File: src/rtl/obj_dma_ctrl.sv
// Vertical-blank copy of CPU sprite RAM into object attribute RAM (8257 channel replacement).
// Arms on a trigger pulse, takes the Z80 bus via BUSRQ/BUSACK, copies LEN bytes, releases.
module obj_dma_ctrl #(
  parameter logic [15:0] SRC_BASE = 16'h6900,
  parameter int          LEN      = 384,
  parameter int          DST_AW   = 9
) (
  input  logic              clk,
  input  logic              rst_n,
  input  logic              dma_start,
  input  logic              vblk,
  output logic              busreq_n,
  input  logic              busack_n,
  output logic [15:0]       src_addr,
  output logic              src_rd,
  input  logic [7:0]        src_data,
  output logic [DST_AW-1:0] dst_addr,
  output logic              dst_wr,
  output logic [7:0]        dst_data,
  output logic              dma_busy,
  output logic              dma_done
);

  typedef enum logic [2:0] {IDLE, WAIT_VB, REQ, READ, WRITE, RELEASE} state_t;

  localparam logic [9:0] LAST = 10'(LEN - 1);

  generate
    if (LEN < 1 || LEN > 512) begin : g_len_chk
      $error("obj_dma_ctrl: LEN must be within 1..512");
    end
  endgenerate

  state_t            state, next;
  logic              pending;
  logic [9:0]        n;
  logic [15:0]       src_q;
  logic [DST_AW-1:0] dst_q;
  logic              armed;

  assign armed = pending | dma_start;

  // A start landing on the cycle REQ is entered is absorbed by that transfer.
  always_ff @(posedge clk or negedge rst_n) begin
    if (!rst_n) begin
      state   <= IDLE;
      pending <= 1'b0;
      n       <= '0;
      src_q   <= SRC_BASE;
      dst_q   <= '0;
    end else begin
      state <= next;
      if (next == REQ && state != REQ) pending <= 1'b0;
      else if (dma_start)              pending <= 1'b1;
      if (state == REQ && !busack_n) begin
        n     <= '0;
        src_q <= SRC_BASE;
        dst_q <= '0;
      end else if (state == WRITE && !busack_n && n != LAST) begin
        n     <= n + 10'd1;
        src_q <= src_q + 16'd1;
        dst_q <= dst_q + DST_AW'(1);
      end
    end
  end

  always_comb begin
    next = state;
    case (state)
      IDLE:    if (armed) next = vblk ? REQ : WAIT_VB;
      WAIT_VB: if (vblk) next = REQ;
      REQ:     if (!busack_n) next = READ;
      READ:    if (!busack_n) next = WRITE;
      // A lost bus during WRITE means the read data is stale: go back and re-read.
      WRITE:   if (busack_n) next = READ;
               else if (n == LAST) next = RELEASE;
               else next = READ;
      RELEASE: next = IDLE;
      default: next = IDLE;
    endcase
  end

  always_comb begin
    busreq_n = 1'b1;
    dma_busy = 1'b0;
    dma_done = 1'b0;
    src_rd   = 1'b0;
    dst_wr   = 1'b0;
    dst_data = 8'h00;
    case (state)
      REQ: begin
        busreq_n = 1'b0;
        dma_busy = 1'b1;
      end
      READ: begin
        busreq_n = 1'b0;
        dma_busy = 1'b1;
        src_rd   = !busack_n;
      end
      WRITE: begin
        busreq_n = 1'b0;
        dma_busy = 1'b1;
        dst_wr   = !busack_n;
        dst_data = src_data;
      end
      RELEASE: dma_done = 1'b1;
      default: ;
    endcase
  end

  assign src_addr = src_q;
  assign dst_addr = dst_q;

endmodule
File: config.mk
export PLATFORM = sky130hd
export DESIGN_NAME = obj_dma_ctrl
export DESIGN_NICKNAME = d
export VERILOG_FILES = /design/src/rtl/obj_dma_ctrl.sv
export SDC_FILE = /design/constraint.sdc
export NUM_CORES = 1
export LEC_CHECK = 0
export CORE_MARGIN = 1
export CORE_UTILIZATION = 35
export DETAILED_ROUTE_END_ITERATION = 7
export GPL_TIMING_DRIVEN = 0
export HOLD_SLACK_MARGIN = 0.03
export PLACE_DENSITY = 0.56
export SKIP_CTS_REPAIR_TIMING = 1
export SYNTH_ARGS = -nofsm -noshare
export SYNTH_HDL_FRONTEND = slang
export SYNTH_SLANG_ARGS = --single-unit
export TNS_END_PERCENT = 5
File: constraint.sdc
create_clock -name clk -period 2.8 [get_ports clk]
set_input_delay 0.84 -clock clk [delete_from_list [all_inputs] [get_ports clk]]
set_output_delay 0.84 -clock clk [all_outputs]
set_load 0.05 [all_outputs]
Yosys cells after proc, flatten, opt, wreduce, memory -nomap -nowiden
Cells that the tools add are included.
- register bits: 39
- bits of input ports: 13
- word-level logic and storage cells: 49
- output and inout port bits: 38
- $add $sub $neg: 3
- bitwise logic cells: 1
- reductions and logical operators: 9
- multiplexer cells: 22
- equality and inequality tests: 9
- operators by type and width (operator ; number):
    $mux 16 ; 2
    $mux 10 ; 2
    $mux 3 ; 6
    $mux 9 ; 2
    $add 16x1->16 const B ; 1
    $pmux 3 s5 ; 1
    $add 10x1->10 const B ; 1
    $eq 10x9->1 const B ; 1
    $ne 10x9->1 const B ; 1
    $add 9x1->9 const B ; 1
    $eq 3x2->1 const B ; 3
    $mux 8 ; 1
    $mux 1 ; 7
    $eq 3x3->1 const B ; 2
    $logic_and 1x1->1 ; 4
    $reduce_bool 2->1 ; 2
    $eq 3x1->1 const B ; 1
    $logic_not 3->1 ; 1
    $ne 3x2->1 const B ; 1
    $reduce_or 3->1 ; 1
    $mux 2 ; 1
    $logic_not 1->1 ; 1
    $or 1x1->1 ; 1

Depth between registers and ports, before layout
- depth in word-level cells: 7
- gate-level depth with buffers: 8
- mapped depth without buffers: 5

Least setup slack after synthesis
No wires, ideal clock.
- path type: input port to output port
- start: input port busack_n
- end: output port src_rd
- required time: 1.960 ns
- path slack: -0.734 ns
- path buffers: 1
- cell stages on the path: 2
- data arrival time: 2.694 ns
- cells stage by stage: buf_6 -> nor4b_1
- longest elaborated chain between the ends: 2
- ends and longest elaborated chain (element ; line ; source):
    start, declared ; 13 ; input logic busack_n,
    $logic_not 1->1 ; 98 ; src_rd = !busack_n;
    $mux 1 ; 90 ; case (state)
    end, declared ; 15 ; output logic src_rd,
No other way between the ends.

Worst setup path after layout
- start: register state[2]
- end: output port dst_data[1]
- longest elaborated chain between the ends: 2
- ends and longest elaborated chain (element ; line ; source):
    start, declared ; 34 ; state_t state, next;
    start signal, assigned ; 52 ; state <= next;
    $eq 3x3->1 ; 90 ;
    $mux 8 ; 90 ;
    end, declared ; 19 ; output logic [7:0] dst_data,
No other way between the ends.

==> results.cfg <==
[sta]
finalSetupTns_ns = -0.02011
fin_crit_sh = 1.007
tightest_slew_ns = 1.040
hold_viol_final = 0
setup_ws_ns = -0.02011
fmax_mhz = 354.6
setup_viol = 1
final_max_slew_viol_count = 0
holdWs_ns = 0.4519
max-slew-margin-rel = 0.3010
fin_skew_ns = 0.005312
rsz0062_at_grt = yes
timing.final.crit_period_ns = 2.820

[setup_path]
max_stage_delay_ns = 0.41
crit_fanout = 10
path_buf_inv = 3
worstSetupPathType = reg2out
crit_slowest_cell = dlymetal6s2s_1
cp.arrival_ns = 1.98
crit_path_end_kind = primary output
startpoint_type = flop
crit_top_cell = clkbuf_1
cp_top_family = buffers and inverters
cp.required_ns = 1.96
path_cells = clkbuf_1 -> clkbuf_1 -> and3_1 -> dlymetal6s2s_1

[placement]
routabilityCongestion = 0.7680
place_hpwl_um = 3976
io_buffer_count = 49

[routing]
vias = 2081
dr.pass1.iters = 4
vias_per_cell = 5.564
wirelength_um = 5633
drt-wirelength-per-cell_um = 15.06
ant_nets = 0
remaining_drc_errors = 0
drt_iter0_markers = 80

[cts]
cts-root-buf = clkbuf_8
cts_htree_levels = 2
insertion_delay_ns = 0.30
cts_made_buffers = 5
numClockSinks = 39
cts_tree = built
cts.path.max_buffers = 2
clk_pin_slew_ns = 0.08

[power]
power.density_nw_per_um2 = 572.3
vdd_ir_drop_max_v = 0.0003991
p_leak_nw = 1.223

[synth]
seq_area_frac_synth = 0.4495
synthCells = 241
synthDistinctLibCells = 42
syn_area_per_cell_um2 = 9.054
synth_nets = 257
ys_ff_latch = 39
netlist_area_um2 = 2182
ys.warnings.count = 0

[cells_and_area]
fin_nets = 314
mostFrequentLayoutCells = dfrtp_1, clkdlybuf4s50_1, nand2_1
diodes = 0
drive_gt1_frac = 0.1338
fin_util = 0.4779
area_growth_pct = 30.45

[global_route]
grt_pass1_vias = 1880
grt_max_degree = 26
antenna_found_initial = 0
grt_util_all_layers = 0.1881
grt_pass1_wl_um = 9273
grt_overflow_total = 0

[min_path]
worst_hold_path_type = in2async

[run_status]
violations = negative setup slack
status = finished, violations left

[die]
start_util = 0.3664
die_area_um2 = 6555
die_width_um = 80.96
ios = 51
die_height_um = 80.96
design.core.area_um2 = 5956
core.rowCount = 28

[flow_run]
drv_cap = 0
==> where the power goes <==
group	switching (mW)	total (mW)	internal [mW]
Clock	0.210	0.385	0.174
Combinational	0.414	0.599	0.185
Sequential	0.0380	0.646	0.608
Total	0.662	1.63	0.967
==> worst paths after layout <==
kind / from / to / slack (ns) / cells after the start
min in group clk: src_addr[13]$_DFFE_PN1P_ / src_addr[13]$_DFFE_PN1P_ / 0.51 / 2
max reg2reg: state[1]$_DFF_PN0_ / n[3]$_DFFE_PN0P_ / 0.50 / 5
max: state[2]$_DFF_PN0_ / dst_data[1] / -0.02 / 4
min: rst_n / src_addr[12]$_DFFE_PN0P_ / 0.45 / 1
min reg2reg: src_addr[13]$_DFFE_PN1P_ / src_addr[13]$_DFFE_PN1P_ / 0.51 / 2
max in group asynchronous: rst_n / src_addr[14]$_DFFE_PN1P_ / 1.82 / 2
==> synth_stat cells <==
master | count | area share
o21ai_0 | 18 | 0.041
nand3b_1 | 1 | 0.0034
or4_1 | 10 | 0.034
clkbuf_1 | 7 | 0.012
nand4_1 | 6 | 0.017
nor4b_1 | 1 | 0.0040
xor2_1 | 1 | 0.0040
ha_1 | 3 | 0.017
or4b_4 | 1 | 0.0063
nor3_1 | 2 | 0.0046
nand4b_1 | 1 | 0.0040
a31o_2 | 1 | 0.0040
mux2i_1 | 3 | 0.014
o311ai_1 | 1 | 0.0040
dfstp_2 | 4 | 0.048
o22ai_1 | 1 | 0.0029
clkinv_2 | 1 | 0.0023
and4_1 | 2 | 0.0080
or3_1 | 11 | 0.032
a21oi_1 | 20 | 0.046
nor4_1 | 1 | 0.0029
nor3b_1 | 1 | 0.0034
nand3_1 | 22 | 0.050
inv_1 | 6 | 0.010
o41ai_1 | 1 | 0.0040
or2_2 | 2 | 0.0057
o31ai_2 | 1 | 0.0057
buf_6 | 2 | 0.010
and3_1 | 13 | 0.037
a211o_1 | 1 | 0.0040
a2111oi_0 | 1 | 0.0040
or3b_2 | 3 | 0.012
dfrtp_1 | 35 | 0.40
nand2_1 | 24 | 0.041
o31ai_1 | 10 | 0.034
buf_2 | 5 | 0.011
a31oi_1 | 3 | 0.0086
nor4_2 | 1 | 0.0057
a211oi_1 | 1 | 0.0034
o211ai_1 | 3 | 0.010
nor2_1 | 7 | 0.012
xnor2_1 | 3 | 0.012
==> cells by family (layout without fill, tap and decap cells) <==
logic type / count (synthesis) / in the layout / share of synthesized area
muxes: 3 / 3 / 0.01376
DFF: 39 / 39 / 0.4495
buffers and inverters: 21 / 79 / 0.04644
xor gates and xnor gates: 4 / 4 / 0.01606
and+or+nand+nor: 109 / 109 / 0.2844
adders and majority gates: 3 / 3 / 0.01720
AOI/OAI and AO/OA: 62 / 62 / 0.1726
==> stage by stage <==
stage | power (mW) | std cells | instance area [um^2] | setup WS, ns
2_1_floorplan | 1.061 | 241 | 2188 | -0.007411
3_3_place_gp | 1.264 | 365 | 2773 | -0.4607
3_5_place_dp | 1.265 | 366 | 2788 | -0.4563
4_1_cts | 1.655 | 374 | 2873 | -0.4570
5_1_grt | 1.726 | 374 | 2846 | -0.1562
6_report | 1.629 | 374 | 2846 | -0.02011
==> layout make-up <==
| type | instances | area, um^2 |
|---|---|---|
| Buffer | 14 | 75.07 |
| Clock buffer | 6 | 72.57 |
| Clock inverter | 2 | 12.51 |
| Fill cell | 604 | 3109 |
| Inverter | 7 | 27.53 |
| Multi-Input combinational cell | 181 | 1106 |
| Sequential cell | 39 | 980.9 |
| Tap cell | 75 | 93.84 |
| Timing Repair Buffer | 50 | 478.0 |
==> routing by layer <==
metal,vias up,global-route usage,share of wire,routed length (um)
li1,1030,-,-,-
met5,-,0,0,0
met4,0,0.06964,0.014,78
met2,51,0.2908,0.45,2560
met1,993,0.2617,0.49,2774
met3,7,0.03258,0.039,220
==> flip-flops by register name, summed over array words and instances (netlist names) <==
register  cells
src_addr     16
n            10
state         3
pending       1
dst_addr      9
Note: power is estimated with default switching activity, not from simulation.
